===== src/rtl/mac_unit_param.sv =====
`default_nettype none
// ============================================================================
// Module   : mac_unit_param
// Purpose  : Signed multiply-accumulate lane with bias, ReLU, shift and
//            saturation, using valid/ready handshakes on taps, bias and result.
// Options  : MAC_ROUND_EN - round-half-up on the output shift (default: truncate)
// Revision : 1.0 - initial parametrised release
// ============================================================================
module mac_unit_param #(
    parameter int DATA_W  = 16,
    parameter int ACC_W   = 48,
    parameter int SHIFT_W = 6
) (
    input  logic               clk,
    input  logic               rst_pe,
    input  logic               start,
    input  logic [SHIFT_W-1:0] cfg_bias_shift,
    input  logic [SHIFT_W-1:0] cfg_out_shift,
    input  logic               cfg_relu_en,
    input  logic               in_valid,
    output logic               in_ready,
    input  logic [DATA_W-1:0]  in_feature,
    input  logic [DATA_W-1:0]  in_weight,
    input  logic               in_last,
    input  logic               bias_valid,
    output logic               bias_ready,
    input  logic [DATA_W-1:0]  bias,
    output logic               out_valid,
    input  logic               out_ready,
    output logic [DATA_W-1:0]  out_feature,
    output logic               out_sat,
    output logic               busy
);

    typedef enum logic [2:0] {
        ST_IDLE  = 3'd0,
        ST_ACCUM = 3'd1,
        ST_BIAS  = 3'd2,
        ST_ACT   = 3'd3,
        ST_OUT   = 3'd4
    } state_t;

    localparam logic [31:0] c_bs_max = 32'(ACC_W - DATA_W);
    localparam logic [31:0] c_os_max = 32'(ACC_W - 1);
    localparam logic signed [ACC_W:0] c_max = {{(ACC_W-DATA_W+2){1'b0}}, {(DATA_W-1){1'b1}}};
    localparam logic signed [ACC_W:0] c_min = {{(ACC_W-DATA_W+2){1'b1}}, {(DATA_W-1){1'b0}}};

    state_t                    r_state;
    state_t                    w_state_nxt;
    logic signed [ACC_W-1:0]   r_acc;
    logic [SHIFT_W-1:0]        r_bias_shift;
    logic [SHIFT_W-1:0]        r_out_shift;
    logic                      r_relu_en;
    logic                      r_out_valid;
    logic [DATA_W-1:0]         r_out_feature;
    logic                      r_out_sat;

    logic signed [2*DATA_W-1:0] w_prod;
    logic signed [ACC_W-1:0]    w_prod_ext;
    logic signed [ACC_W-1:0]    w_bias_ext;
    logic signed [ACC_W-1:0]    w_bias_sh;
    logic [31:0]                w_bs;
    logic [31:0]                w_os;
    logic signed [ACC_W-1:0]    w_act_acc;
    logic signed [ACC_W:0]      w_rnd_add;
    logic signed [ACC_W:0]      w_rnd_in;
    logic signed [ACC_W:0]      w_shifted;
    logic                       w_sat_hi;
    logic                       w_sat_lo;
    logic [DATA_W-1:0]          w_out_val;

    assign w_prod     = $signed(in_feature) * $signed(in_weight);
    assign w_prod_ext = {{(ACC_W-2*DATA_W){w_prod[2*DATA_W-1]}}, w_prod};
    assign w_bias_ext = {{(ACC_W-DATA_W){bias[DATA_W-1]}}, bias};

    assign w_bs      = (32'(r_bias_shift) > c_bs_max) ? c_bs_max : 32'(r_bias_shift);
    assign w_os      = (32'(r_out_shift) > c_os_max) ? c_os_max : 32'(r_out_shift);
    assign w_bias_sh = w_bias_ext <<< w_bs;

    // ReLU keys off the real accumulator MSB so wide positive sums survive
    assign w_act_acc = (r_relu_en && r_acc[ACC_W-1]) ? '0 : r_acc;

`ifdef MAC_ROUND_EN
    assign w_rnd_add = (w_os != 32'd0) ? ({{ACC_W{1'b0}}, 1'b1} << (w_os - 32'd1)) : '0;
`else
    assign w_rnd_add = '0;
`endif

    // One guard bit keeps the rounding add from wrapping before saturation
    assign w_rnd_in  = {w_act_acc[ACC_W-1], w_act_acc} + w_rnd_add;
    assign w_shifted = w_rnd_in >>> w_os;
    assign w_sat_hi  = (w_shifted > c_max);
    assign w_sat_lo  = (w_shifted < c_min);
    assign w_out_val = w_sat_hi ? c_max[DATA_W-1:0] :
                       w_sat_lo ? c_min[DATA_W-1:0] : w_shifted[DATA_W-1:0];

    always_comb begin
        w_state_nxt = r_state;
        unique case (r_state)
            ST_IDLE:  if (start)                w_state_nxt = ST_ACCUM;
            ST_ACCUM: if (in_valid && in_last)  w_state_nxt = ST_BIAS;
            ST_BIAS:  if (bias_valid)           w_state_nxt = ST_ACT;
            ST_ACT:                             w_state_nxt = ST_OUT;
            ST_OUT:   if (out_ready)            w_state_nxt = ST_IDLE;
            default:                            w_state_nxt = ST_IDLE;
        endcase
    end

    always_ff @(posedge clk) begin
        if (rst_pe) begin
            r_state       <= ST_IDLE;
            r_acc         <= '0;
            r_bias_shift  <= '0;
            r_out_shift   <= '0;
            r_relu_en     <= 1'b0;
            r_out_valid   <= 1'b0;
            r_out_feature <= '0;
            r_out_sat     <= 1'b0;
        end else begin
            r_state <= w_state_nxt;
            unique case (r_state)
                ST_IDLE: begin
                    if (start) begin
                        r_bias_shift <= cfg_bias_shift;
                        r_out_shift  <= cfg_out_shift;
                        r_relu_en    <= cfg_relu_en;
                        r_acc        <= '0;
                    end
                end
                ST_ACCUM: if (in_valid)   r_acc <= r_acc + w_prod_ext;
                ST_BIAS:  if (bias_valid) r_acc <= r_acc + w_bias_sh;
                ST_ACT: begin
                    r_acc         <= w_act_acc;
                    r_out_feature <= w_out_val;
                    r_out_sat     <= w_sat_hi | w_sat_lo;
                    r_out_valid   <= 1'b1;
                end
                ST_OUT:   if (out_ready)  r_out_valid <= 1'b0;
                default: ;
            endcase
        end
    end

    assign in_ready    = (r_state == ST_ACCUM);
    assign bias_ready  = (r_state == ST_BIAS);
    assign busy        = (r_state != ST_IDLE);
    assign out_valid   = r_out_valid;
    assign out_feature = r_out_feature;
    assign out_sat     = r_out_sat;

endmodule
`default_nettype wire

===== config.mk =====
export PLATFORM = sky130hd
export DESIGN_NAME = mac_unit_param
export DESIGN_NICKNAME = d
export VERILOG_FILES = /design/src/rtl/mac_unit_param.sv
export SDC_FILE = /design/constraint.sdc
export NUM_CORES = 2
export LEC_CHECK = 0
export BUFFER_PORTS_ARGS = -buffer_cell sky130_fd_sc_hd__buf_4
export CAP_MARGIN = 5
export CORE_MARGIN = 2
export CORE_UTILIZATION = 66
export CTS_CLUSTER_SIZE = 20
export DETAILED_ROUTE_END_ITERATION = 10
export PLACE_DENSITY = 0.84
export SKIP_LAST_GASP = 1
export SLEW_MARGIN = 20
export SYNTH_ARGS = -nofsm -noshare
export SYNTH_HDL_FRONTEND = slang
export SYNTH_SLANG_ARGS = --single-unit

===== constraint.sdc =====
create_clock -name clk -period 9.51 [get_ports clk]
set_input_delay 0.4755 -clock clk [delete_from_list [all_inputs] [get_ports clk]]
set_output_delay 0.4755 -clock clk [all_outputs]
set_load 0.03 [all_outputs]

==> results.txt <==
The tool flagged a number of max-cap violations equal to 0. Wires add up to 75500 µm. The startpoint kind of the worst setup timing path was an input pin. Share of cells above drive strength 1: 0.0595. Counting buffers and inverters, the worst setup path is 25 cells deep. When the netlist entered floorplanning its net count stood at 3676. The number of slew-limit violations in the final report was 0. Together, buffers and inverters on the worst path number 6. The kind of cell with the highest combined delay along the critical path is adder cells. After detailed routing, the number of remaining DRC violations is 0.

The final clock skew is 12.8 ps, and the number of instances resized during post-cts repair is 0. 89 I/O pins were placed. The run finished with clean final reports.

In this run the deepest clock path goes through 2 buffers. The slack of the critical path came out at 1970 ps. At the worst endpoint, the required time is 9750 ps. The run gives 0.0366 mm² as the placeable core region.

Number of fillers in the final layout: 2856. The post-layout net count came out at 3627. For the maximum operating frequency, the log shows 0.133 GHz. For the maximum number of pins on one net before global-route repair, the log shows 76. The synthesized netlist contains 87 unique library cells. The worst register-to-register path has a setup slack of 2790 ps. The clock-pin transition on the worst setup and hold timing paths was 70 ps; the average instance area after synthesis was 8.02 µm². At the worst endpoint, the arrival time is 7780 ps. The die covers 0.0388 mm². In this run, placement finished with an instance count of 3474. In this run the worst path has a maximum fanout of 16. The first detailed-routing pass ran for 8 iterations. The mapped netlist covers 0.0246 mm². Setup violations remaining at the end of the flow were counted as 0. In the final timing run, aggregate negative setup slack is 0 ps.

Number of clock sinks seen by CTS: 82. The fraction of synthesis flops using an asynchronous set or reset pin came out at 0. The finished layout holds 3491 standard cells, fillers aside.

The initial detailed-routing violation count is 2496. Number of global-route vias before repair: 23400. 0 antenna diodes ended up in the layout.

The relative area change from synthesis to final layout works out to 4.35%. Hold repair after CTS inserted 0 buffers. In the synthesized netlist, the number of instances is 3067. In this run the worst setup path begins at in_feature[15].

The tools report the final count of hold timing violations as 0. The run gives 70 as the number of placement rows. Among the stages of the critical path, the cell type that occurs most often is sky130_fd_sc_hd__fa_1.

The tools report the destination of the critical timing path as r_acc[43]$_SDFFE_PP0P_. At the pin with the least slew margin, the transition time is 1040 ps. Prior to clock tree synthesis, the placed netlist has a worst setup slack of 1680 ps. The first global-routing pass estimated 123000 µm of wire.

For the H-tree depth, the log shows 3. The reg-to-reg endpoint is r_acc[43]$_SDFFE_PP0P_. The tools report the placed wire-length estimate after detailed placement as 60700 µm.

STA classifies the critical path endpoint as a register. The logs give 0 for the count of nets left with antenna violations after detail routing and 0 for the initial antenna violation count. Clock period minus worst slack: 7540 ps. The run gives 350 ps as the final worst hold slack.

Using the TritonRoute via totals, the vias-per-cell ratio works out to 6.54. The global-route usage over all layers is 0.402. Setup repair after global routing left no endpoint under its margin. Buffers inserted during clock tree synthesis total 9. TritonCTS built the clock tree. Master of the slowest instance on the critical path: sky130_fd_sc_hd__fa_1. The final RePlAce weighted congestion was 1.02. On the worst path, the slowest cell contributes a delay of 890 ps. In the final routed layout, each cell accounts on average for 21.6 µm.

The root buffer cell chosen for the clock tree is sky130_fd_sc_hd__clkbuf_16. The depth of the worst register-to-register path works out to 21. The die span in x was 197 µm.

The fraction of the cycle the final worst path needs is 0.793. The sum of overflow across all layers after global routing was 0. The worst flop-to-flop path startpoint was r_acc[15]$_SDFFE_PP0P_. The critical path is of the input pin to register type.

The die is 197 µm tall. The dominant synthesized flop cell is sky130_fd_sc_hd__dfxtp_1. Counting flops and latches in the post-synthesis netlist gives 82.

The share of the yosys chip area belonging to registers was 0.0667. Once the clock tree was built, the setup fixing pass inserted 0 buffers. Count of input and output buffers: 88. The worst relative slew slack is 0.310. The tools report the total number of vias as 22800.

The source-to-sink clock delay at the later pin of the worst-skew pair was 370 ps. For the warning count from the yosys run, the log shows 0. Class of the tightest hold or removal check: input pin to register. In this run, synthesis inferred 0 flip-flops with an integrated enable.

For the initial core utilization, the log shows 0.672.
## routing by layer
metal / vias up / track usage / wire length (µm)
li1: 10200 / - / -
met1: 11100 / 0.524 / 29400
met2: 1229 / 0.658 / 35600
met3: 270 / 0.0736 / 6980
met4: 0 / 0.178 / 3570
met5: - / 0 / 0
## cells by family after synthesis
family | after synthesis | share of synthesized area
AND/OR/NAND/NOR | 874 | 0.167
AO/OA/AOI/OAI | 708 | 0.189
buffers and inverters | 646 | 0.101
adder cells (fa/ha/maj) | 541 | 0.386
multiplexers | 131 | 0.0594
XOR/XNOR | 85 | 0.0303
flip-flops | 82 | 0.0667
## cell usage after synthesis, types with 6 or more instances
master / count / area [µm²]
sky130_fd_sc_hd__inv_1: 468 / 1760
sky130_fd_sc_hd__fa_1: 363 / 7270
sky130_fd_sc_hd__nand2_1: 336 / 1260
sky130_fd_sc_hd__a21oi_1: 223 / 1120
sky130_fd_sc_hd__nor2_1: 181 / 679
sky130_fd_sc_hd__ha_1: 178 / 2230
sky130_fd_sc_hd__and2_1: 135 / 845
sky130_fd_sc_hd__clkbuf_1: 134 / 503
sky130_fd_sc_hd__mux2i_1: 115 / 1150
sky130_fd_sc_hd__o21ai_0: 110 / 551
sky130_fd_sc_hd__dfxtp_1: 82 / 1640
sky130_fd_sc_hd__nor3_1: 66 / 330
sky130_fd_sc_hd__a21o_1: 54 / 405
sky130_fd_sc_hd__xnor2_1: 45 / 394
sky130_fd_sc_hd__xor2_1: 40 / 350
sky130_fd_sc_hd__a22oi_1: 39 / 293
sky130_fd_sc_hd__a211oi_1: 37 / 278
sky130_fd_sc_hd__nand3_1: 37 / 185
sky130_fd_sc_hd__o22ai_1: 27 / 169
sky130_fd_sc_hd__buf_2: 24 / 120
sky130_fd_sc_hd__nor2b_1: 24 / 150
sky130_fd_sc_hd__a31oi_1: 23 / 144
sky130_fd_sc_hd__o211ai_1: 21 / 158
sky130_fd_sc_hd__nand4_1: 20 / 125
sky130_fd_sc_hd__and3_1: 17 / 106
sky130_fd_sc_hd__nand2b_1: 17 / 106
sky130_fd_sc_hd__o21bai_1: 17 / 128
sky130_fd_sc_hd__a222oi_1: 15 / 150
sky130_fd_sc_hd__o21a_1: 14 / 105
sky130_fd_sc_hd__o31ai_1: 13 / 97.6
sky130_fd_sc_hd__a221oi_1: 11 / 96.3
sky130_fd_sc_hd__buf_1: 11 / 41.3
sky130_fd_sc_hd__o221ai_1: 11 / 96.3
sky130_fd_sc_hd__a311oi_1: 10 / 87.6
sky130_fd_sc_hd__nor4_1: 10 / 62.6
sky130_fd_sc_hd__a211oi_2: 9 / 113
sky130_fd_sc_hd__a32oi_1: 9 / 78.8
sky130_fd_sc_hd__mux4_2: 9 / 203
sky130_fd_sc_hd__a211o_1: 7 / 61.3
sky130_fd_sc_hd__o21ai_1: 6 / 30.0
## registers in the layout, indices dropped and copies added (netlist names)
signal and flops:
r_relu_en 1, r_bias_shift 6, r_out_shift 6, out_valid 1, out_sat 1, out_feature 16
r_acc 48, r_state 3
## through the flow
| step | cell area [µm²] | util |
|---|---|---|
| after floorplan | 24600 | - |
| after global placement | 25300 | 0.692 |
| after detailed placement | 25300 | 0.692 |
| after CTS | 25600 | 0.700 |
| after global routing | 25700 | 0.701 |
| final | 25700 | 0.701 |
## worst register-to-register path, stage by stage (launching register included)
cell,delay [ps]
sky130_fd_sc_hd__dfxtp_1,450
sky130_fd_sc_hd__inv_1,180
sky130_fd_sc_hd__fa_1,550
sky130_fd_sc_hd__inv_1,60
sky130_fd_sc_hd__fa_1,530
sky130_fd_sc_hd__fa_1,440
sky130_fd_sc_hd__fa_1,490
sky130_fd_sc_hd__inv_1,50
sky130_fd_sc_hd__fa_1,560
sky130_fd_sc_hd__inv_1,50
sky130_fd_sc_hd__ha_1,380
sky130_fd_sc_hd__and3_1,230
sky130_fd_sc_hd__and3_1,190
sky130_fd_sc_hd__a22oi_1,320
sky130_fd_sc_hd__nand3_1,210
sky130_fd_sc_hd__a311o_1,410
sky130_fd_sc_hd__a311oi_1,450
sky130_fd_sc_hd__o21ai_0,150
sky130_fd_sc_hd__a21o_1,220
sky130_fd_sc_hd__a221oi_1,320
sky130_fd_sc_hd__xor2_1,210
sky130_fd_sc_hd__o221ai_1,140
## layout by cell type (no fill, tap or decap), types with 14 or more instances in the layout
cell / instances
sky130_fd_sc_hd__a211oi_1: 37
sky130_fd_sc_hd__a21o_1: 52
sky130_fd_sc_hd__a21oi_1: 221
sky130_fd_sc_hd__a222oi_1: 15
sky130_fd_sc_hd__a22oi_1: 39
sky130_fd_sc_hd__a31oi_1: 23
sky130_fd_sc_hd__and2_1: 135
sky130_fd_sc_hd__and3_1: 17
sky130_fd_sc_hd__buf_4: 115
sky130_fd_sc_hd__dfxtp_1: 82
sky130_fd_sc_hd__fa_1: 363
sky130_fd_sc_hd__ha_1: 178
sky130_fd_sc_hd__inv_1: 468
sky130_fd_sc_hd__mux2i_1: 115
sky130_fd_sc_hd__nand2_1: 336
sky130_fd_sc_hd__nand2b_1: 17
sky130_fd_sc_hd__nand3_1: 37
sky130_fd_sc_hd__nand4_1: 20
sky130_fd_sc_hd__nor2_1: 181
sky130_fd_sc_hd__nor2b_1: 24
sky130_fd_sc_hd__nor3_1: 66
sky130_fd_sc_hd__o211ai_1: 21
sky130_fd_sc_hd__o21a_1: 14
sky130_fd_sc_hd__o21ai_0: 110
sky130_fd_sc_hd__o21bai_1: 17
sky130_fd_sc_hd__o22ai_1: 27
sky130_fd_sc_hd__xnor2_1: 45
sky130_fd_sc_hd__xor2_1: 40
## worst min-delay path by stage
stage / to / slack, ps / depth (start not counted) / start
CTS: r_relu_en$_SDFFE_PP0P_ / 340 / 3 / cfg_relu_en
detailed placement: r_bias_shift[0]$_SDFFE_PP0P_ / 450 / 2 / r_bias_shift[0]$_SDFFE_PP0P_
floorplan: r_bias_shift[0]$_SDFFE_PP0P_ / 440 / 2 / r_bias_shift[0]$_SDFFE_PP0P_
global route: r_bias_shift[1]$_SDFFE_PP0P_ / 360 / 3 / cfg_bias_shift[1]
global placement: r_bias_shift[0]$_SDFFE_PP0P_ / 450 / 2 / r_bias_shift[0]$_SDFFE_PP0P_
finish: r_relu_en$_SDFFE_PP0P_ / 350 / 3 / cfg_relu_en
## area by class of cell
type / instances / area, µm² / share of cell area
Clock buffer: 11 / 243 / 0.00946
Clock inverter: 5 / 62.6 / 0.00244
Inverter: 470 / 1760 / 0.0687
Multi-Input combinational cell: 2339 / 20500 / 0.798
Sequential cell: 82 / 1640 / 0.0640
Tap cell: 468 / 586 / 0.0228
Timing Repair Buffer: 116 / 883 / 0.0344
Power is left out: the tool's default activity adds up to more than one toggle a clock period on the data nets, which glitch-free logic cannot reach.
